$ cat src/rtl/fifo_stream_pkg.sv
`default_nettype none
// +----------------------------------------------------------------------+
// | fifo_stream_pkg : shared types and constants for fifo_stream_reader  |
// | Revision 1.0                                                         |
// +----------------------------------------------------------------------+
package fifo_stream_pkg;

   localparam int C_BUF_DEPTH = 2;

   typedef enum logic [1:0] {
      IDLE   = 2'd0,
      ACTIVE = 2'd1,
      DRAIN  = 2'd2
   } state_e;

endpackage
`default_nettype wire

$ cat src/rtl/fifo_stream_buf.sv
`default_nettype none
// +----------------------------------------------------------------------+
// | fifo_stream_buf : 2-entry register buffer with push/pop/count        |
// | Revision 1.0                                                         |
// +----------------------------------------------------------------------+
module fifo_stream_buf
   import fifo_stream_pkg::*;
#(
   parameter int WIDTH = 8
) (
   input  logic             clk,
   input  logic             rst,
   input  logic             i_push,
   input  logic [WIDTH-1:0] i_data,
   input  logic             i_pop,
   output logic [WIDTH-1:0] o_head,
   output logic [1:0]       o_count
);

   logic [WIDTH-1:0] head_q, head_d;
   logic [WIDTH-1:0] tail_q, tail_d;
   logic [1:0]       count_q, count_d;

   // The head register always holds the oldest word, so it drives the stream directly.
   always_comb begin
      head_d  = head_q;
      tail_d  = tail_q;
      count_d = count_q;
      case ({i_push, i_pop})
         2'b10: begin
            if (count_q == 2'd0) head_d = i_data;
            else                 tail_d = i_data;
            count_d = count_q + 2'd1;
         end
         2'b01: begin
            head_d  = tail_q;
            count_d = count_q - 2'd1;
         end
         2'b11: begin
            if (count_q == 2'd1) begin
               head_d = i_data;
            end else begin
               head_d = tail_q;
               tail_d = i_data;
            end
         end
         default: ;
      endcase
   end

   always_ff @(posedge clk) begin
      if (!rst) begin
         head_q  <= '0;
         tail_q  <= '0;
         count_q <= 2'd0;
      end else begin
         head_q  <= head_d;
         tail_q  <= tail_d;
         count_q <= count_d;
      end
   end

   assign o_head  = head_q;
   assign o_count = count_q;

   a_no_overflow : assert property (@(posedge clk) disable iff (!rst)
      !(i_push && !i_pop && (count_q == 2'(C_BUF_DEPTH))));

endmodule
`default_nettype wire

$ cat src/rtl/fifo_stream_reader.sv
`default_nettype none
// +----------------------------------------------------------------------+
// | fifo_stream_reader : FIFO read-side consumer onto a valid/ready      |
// | stream. Optional word counter: FIFO_STREAM_READER_CNT_EN.            |
// | Revision 1.0                                                         |
// +----------------------------------------------------------------------+
module fifo_stream_reader
   import fifo_stream_pkg::*;
#(
   parameter int WIDTH     = 8,
   parameter int BUF_DEPTH = 2
) (
   input  logic             clk,
   input  logic             rst,
   input  logic             en,
   input  logic             fifo_empty,
   output logic             fifo_rd,
   input  logic [WIDTH-1:0] fifo_dout,
   output logic [WIDTH-1:0] m_data,
   output logic             m_valid,
   input  logic             m_ready,
   output logic             busy
`ifdef FIFO_STREAM_READER_CNT_EN
   ,
   output logic [15:0]      word_cnt
`endif
);

   if (BUF_DEPTH != C_BUF_DEPTH) begin : g_bad_depth
      $error("fifo_stream_reader: BUF_DEPTH must be 2");
   end

   state_e     state_q, state_d;
   logic       inflight_q, inflight_d;
   logic [1:0] count;
   logic       pop;
   logic       issue;
   logic [2:0] occupancy;

   // Words already committed (buffered plus in flight) after this cycle's pop.
   assign pop        = m_valid & m_ready;
   assign occupancy  = {1'b0, count} + {2'b00, inflight_q} - {2'b00, pop};
   assign issue      = en & ~fifo_empty & (occupancy < 3'(C_BUF_DEPTH));
   assign fifo_rd    = issue & rst & (state_q != DRAIN);
   assign inflight_d = fifo_rd;
   assign m_valid    = (count != 2'd0);
   assign busy       = m_valid | inflight_q;

   always_comb begin
      state_d = state_q;
      case (state_q)
         IDLE:    if (en) state_d = ACTIVE;
         ACTIVE:  if (!en) state_d = busy ? DRAIN : IDLE;
         DRAIN: begin
            if (en)         state_d = ACTIVE;
            else if (!busy) state_d = IDLE;
         end
         default: state_d = IDLE;
      endcase
   end

   always_ff @(posedge clk) begin
      if (!rst) begin
         state_q    <= IDLE;
         inflight_q <= 1'b0;
      end else begin
         state_q    <= state_d;
         inflight_q <= inflight_d;
      end
   end

   fifo_stream_buf #(
      .WIDTH (WIDTH)
   ) u_buf (
      .clk     (clk),
      .rst     (rst),
      .i_push  (inflight_q),
      .i_data  (fifo_dout),
      .i_pop   (pop),
      .o_head  (m_data),
      .o_count (count)
   );

`ifdef FIFO_STREAM_READER_CNT_EN
   logic [15:0] word_cnt_q, word_cnt_d;

   always_comb word_cnt_d = word_cnt_q + {15'd0, pop};

   always_ff @(posedge clk) begin
      if (!rst) word_cnt_q <= 16'd0;
      else      word_cnt_q <= word_cnt_d;
   end

   assign word_cnt = word_cnt_q;

   a_no_empty_read : assert property (@(posedge clk) disable iff (!rst)
      !(fifo_rd && fifo_empty));
`endif

endmodule
`default_nettype wire

$ cat config.mk
export PLATFORM = sky130hd
export DESIGN_NAME = fifo_stream_reader
export DESIGN_NICKNAME = d
export VERILOG_FILES = /design/src/rtl/fifo_stream_pkg.sv /design/src/rtl/fifo_stream_buf.sv /design/src/rtl/fifo_stream_reader.sv
export SDC_FILE = /design/constraint.sdc
export NUM_CORES = 1
export LEC_CHECK = 0
export CAP_MARGIN = 20
export CELL_PAD_IN_SITES_DETAIL_PLACEMENT = 0
export CELL_PAD_IN_SITES_GLOBAL_PLACEMENT = 1
export CORE_UTILIZATION = 39
export CTS_CLUSTER_DIAMETER = 50
export DETAILED_ROUTE_END_ITERATION = 12
export GPL_ROUTABILITY_DRIVEN = 1
export PLACE_DENSITY = 0.77
export SETUP_SLACK_MARGIN = 0.4
export SKIP_CTS_REPAIR_TIMING = 1
export SYNTH_ARGS = -nofsm -noshare
export SYNTH_HDL_FRONTEND = slang
export SYNTH_SLANG_ARGS = --single-unit
$ cat constraint.sdc
create_clock -name clk -period 3.1 [get_ports clk]
set_input_delay 0.62 -clock clk [delete_from_list [all_inputs] [get_ports clk]]
set_output_delay 0.62 -clock clk [all_outputs]
set_load 0.01 [all_outputs]
==> run_results.csv <==
group,metric,value,unit
setup_path,cp.arrival,2280,ps
global_routing,track_usage,0.183,
synthesis,synth_cells,132,
timing,hold_viol_final,0,
timing,rsz0062_at_grt,"yes",
clocking,cts_root_buf,"clkbuf_4",
placed_design,port_buffers,23,
detailed_routing,vias,1039,
global_routing,first_global_vias,1026,
detailed_routing,drt_iter0_drc,23,
setup_path,max_stage_delay,360,ps
setup_path,crit_path_top_delay_cell,"fa_2",
detailed_routing,wl_per_cell,14.3,µm
clocking,cts-buffers-inserted,3,
timing,setup_viol,0,
run_status,status,"complete, no violations",
clocking,cts_sinks,21,
hold_path,hold_class,"flip-flop to flip-flop",
timing,finClkSkew,3.97,ps
timing,setup-tns-final,0,ps
final_layout,post-route-util,0.528,
final_layout,final_cell_mix,"clkdlybuf4s50_1, nand2_1, dfxtp_1, a21oi_1, buf_4",
setup_path,reg2regPathDepth,8,
synthesis,ys_warn_count,0,
placed_design,dp_hpwl,1960,µm
setup_path,cp_cell_sequence,"inv_1 -> ha_2 -> nand2b_4 -> nor2_4 -> o21ai_1 -> fa_2 -> xor2_1 -> a2111oi_4 -> buf_2",
final_layout,filler_cell_count,296,
timing,fmax,0.345,GHz
pwr,powerDensity,652,nW/µm²
floorplanning,coreArea,3080,µm²
global_routing,grt_overflow,0,
detailed_routing,drtAntennaViolNets,0,
timing,hold_slack,488,ps
global_routing,antenna_found_initial,0,
setup_path,criticalPathCategory,"flip-flop to output pin",
final_layout,syn_to_final_growth,28.4,%
floorplanning,die_w,59.0,µm
global_routing,grt_pass1_wl,4760,µm
setup_path,start_kind,"flip-flop",
setup_path,required,2480,ps
setup_path,worstSetupEndpoint,"fifo_rd",
timing,fin_crit_sh,0.934,
synthesis,synth.area.top_cells,"dfxtp_1, a221oi_2, mux2i_1",
timing,tightestPinTransition,503,ps
synthesis,synth_cell_types,30,
setup_path,cp-end-kind,"output pin",
synthesis,async_reset_ff_frac,0,
clocking,worstSkewPairLatency,300,ps
timing,max_slew_margin,0.665,
floorplanning,initial_core_util,0.411,
final_layout,final_layout_size_suffix_gt1_frac,0.238,
synthesis,synth_flop_cell,"dfxtp_1",
detailed_routing,first_pass_iters,4,
timing,min_period,2900,ps
final_layout,diodes,0,
synthesis,synth-seq-cells,21,
detailed_routing,post-route-drc-count,0,
setup_path,cp-startpoint,"u_buf.o_count[0]$_SDFFE_PN0P_",
floorplanning,rows,20,
final_layout,finalNetCount,179,
timing,slew_violations,0,
synthesis,synth_edf_count,0,
clocking,clock_path_buffers,2,
setup_path,r2r_end,"inflight_q$_SDFF_PN0_",
global_routing,grt_start_max_net_pins,28,
setup_path,ff2ff_setup_slack,1080,ps
floorplanning,die_area,3480,µm²
clocking,cts_tree,"yes",
floorplanning,boundaryPins,24,
pwr,p_leak,0.679,nW
synthesis,synth_top_area_frac,0.332,
synthesis,synth_area_leader_cell,"dfxtp_1",
synthesis,ys_seq_area_frac,0.332,
floorplanning,fp.dieH,59.0,µm
detailed_routing,drt_wl_total,2920,µm
detailed_routing,vias_per_cell,5.09,
placed_design,place.gp.congestion,0.712,
flow_run,max-cap-violations,0,
final_layout,layout_commonest_cell,"clkdlybuf4s50_1",
synthesis,syn_area,1270,µm²
clocking,cts_max_level,1,
synthesis,syn_area_per_cell,9.59,µm²
setup_path,worstPathMaxFanout,4,
setup_path,reg2reg_from,"u_buf.o_count[0]$_SDFFE_PN0P_",
pwr,vdd_ir_drop_max,313,µV
synthesis,synth_fp_nets,150,
clocking,clk_pin_slew,120,ps
## cell type report
class                      instances  area [µm²]  share of cell area
multi-input combinational         95         792               0.487
sequential                        21         423               0.260
timing repair buffer              33         303               0.186
tap                               44        55.1              0.0339
clock buffer                       4        26.3              0.0162
inverter                           7        26.3              0.0162
## metal layers
metal	wire, µm	up-vias	GRT usage
met5	0	-	0
met4	19	0	0.0612
met3	89	2	0.0218
met2	1380	14	0.287
met1	1440	497	0.261
li1	-	526	-
## stage by stage
step	instance area, µm²	setup slack [ps]	cells	power [mW]
4_1_cts	1600	-470	202	1.05
3_5_place_dp	1570	-469	198	0.909
2_1_floorplan	1290	406	132	0.711
6_report	1630	205	204	1.06
5_1_grt	1630	68.2	204	1.14
3_3_place_gp	1570	-419	198	0.902
## Yosys cell counts (2+ instances only)
cell type	count
o21ai_0	8
nand2_1	19
o21ai_1	2
a21oi_1	10
ha_1	4
a2111oi_0	2
mux2i_1	8
and2_1	2
buf_2	2
buf_4	2
a221oi_2	8
nand3_1	8
mux2_2	6
nand2b_1	2
nand3b_1	2
buf_6	3
dfxtp_1	21
inv_1	7
xnor2_1	2
mux2_1	3
xor2_1	2
## how the worst min path moves through the flow
stage,start,end,slack (ps),depth (start not counted)
after floorplan,state_q[0]$_SDFFE_PN0P_,state_q[0]$_SDFFE_PN0P_,440,1
after global placement,state_q[0]$_SDFFE_PN0P_,state_q[0]$_SDFFE_PN0P_,460,1
after detailed placement,state_q[0]$_SDFFE_PN0P_,state_q[0]$_SDFFE_PN0P_,470,1
after CTS,state_q[0]$_SDFFE_PN0P_,state_q[0]$_SDFFE_PN0P_,490,1
after global routing,state_q[0]$_SDFFE_PN0P_,state_q[0]$_SDFFE_PN0P_,490,1
final,state_q[0]$_SDFFE_PN0P_,state_q[0]$_SDFFE_PN0P_,490,1
## sequential cells by signal (all words and copies together) (netlist names)
register	flops
u_buf.tail_q	8
u_buf.o_count	2
u_buf.o_head	8
state_q	2
inflight_q	1
## cells by family after synthesis
group,after synthesis,share of synthesized area
fa+ha+maj,5,0.0553
xor+xnor,4,0.0277
buf+inv,16,0.0731
compound gates,32,0.213
flops,21,0.332
mux,18,0.161
simple gates,36,0.137
## critical path: cells and delay by family, from the launching register on
| kind | cells | cell delay, ps |
|---|---|---|
| adders and majority gates | 2 | 560 |
| and+or+nand+nor | 2 | 250 |
| DFF | 1 | 350 |
| AOI/OAI and AO/OA | 2 | 410 |
| xor gates and xnor gates | 1 | 180 |
| buffers and inverters | 2 | 240 |
## report_power, final
group	switching, mW	internal [mW]
sequential	0.0366	0.331
combinational	0.265	0.295
clock	0.0824	0.0500
total	0.384	0.676
(Power assumes the default switching activity.)
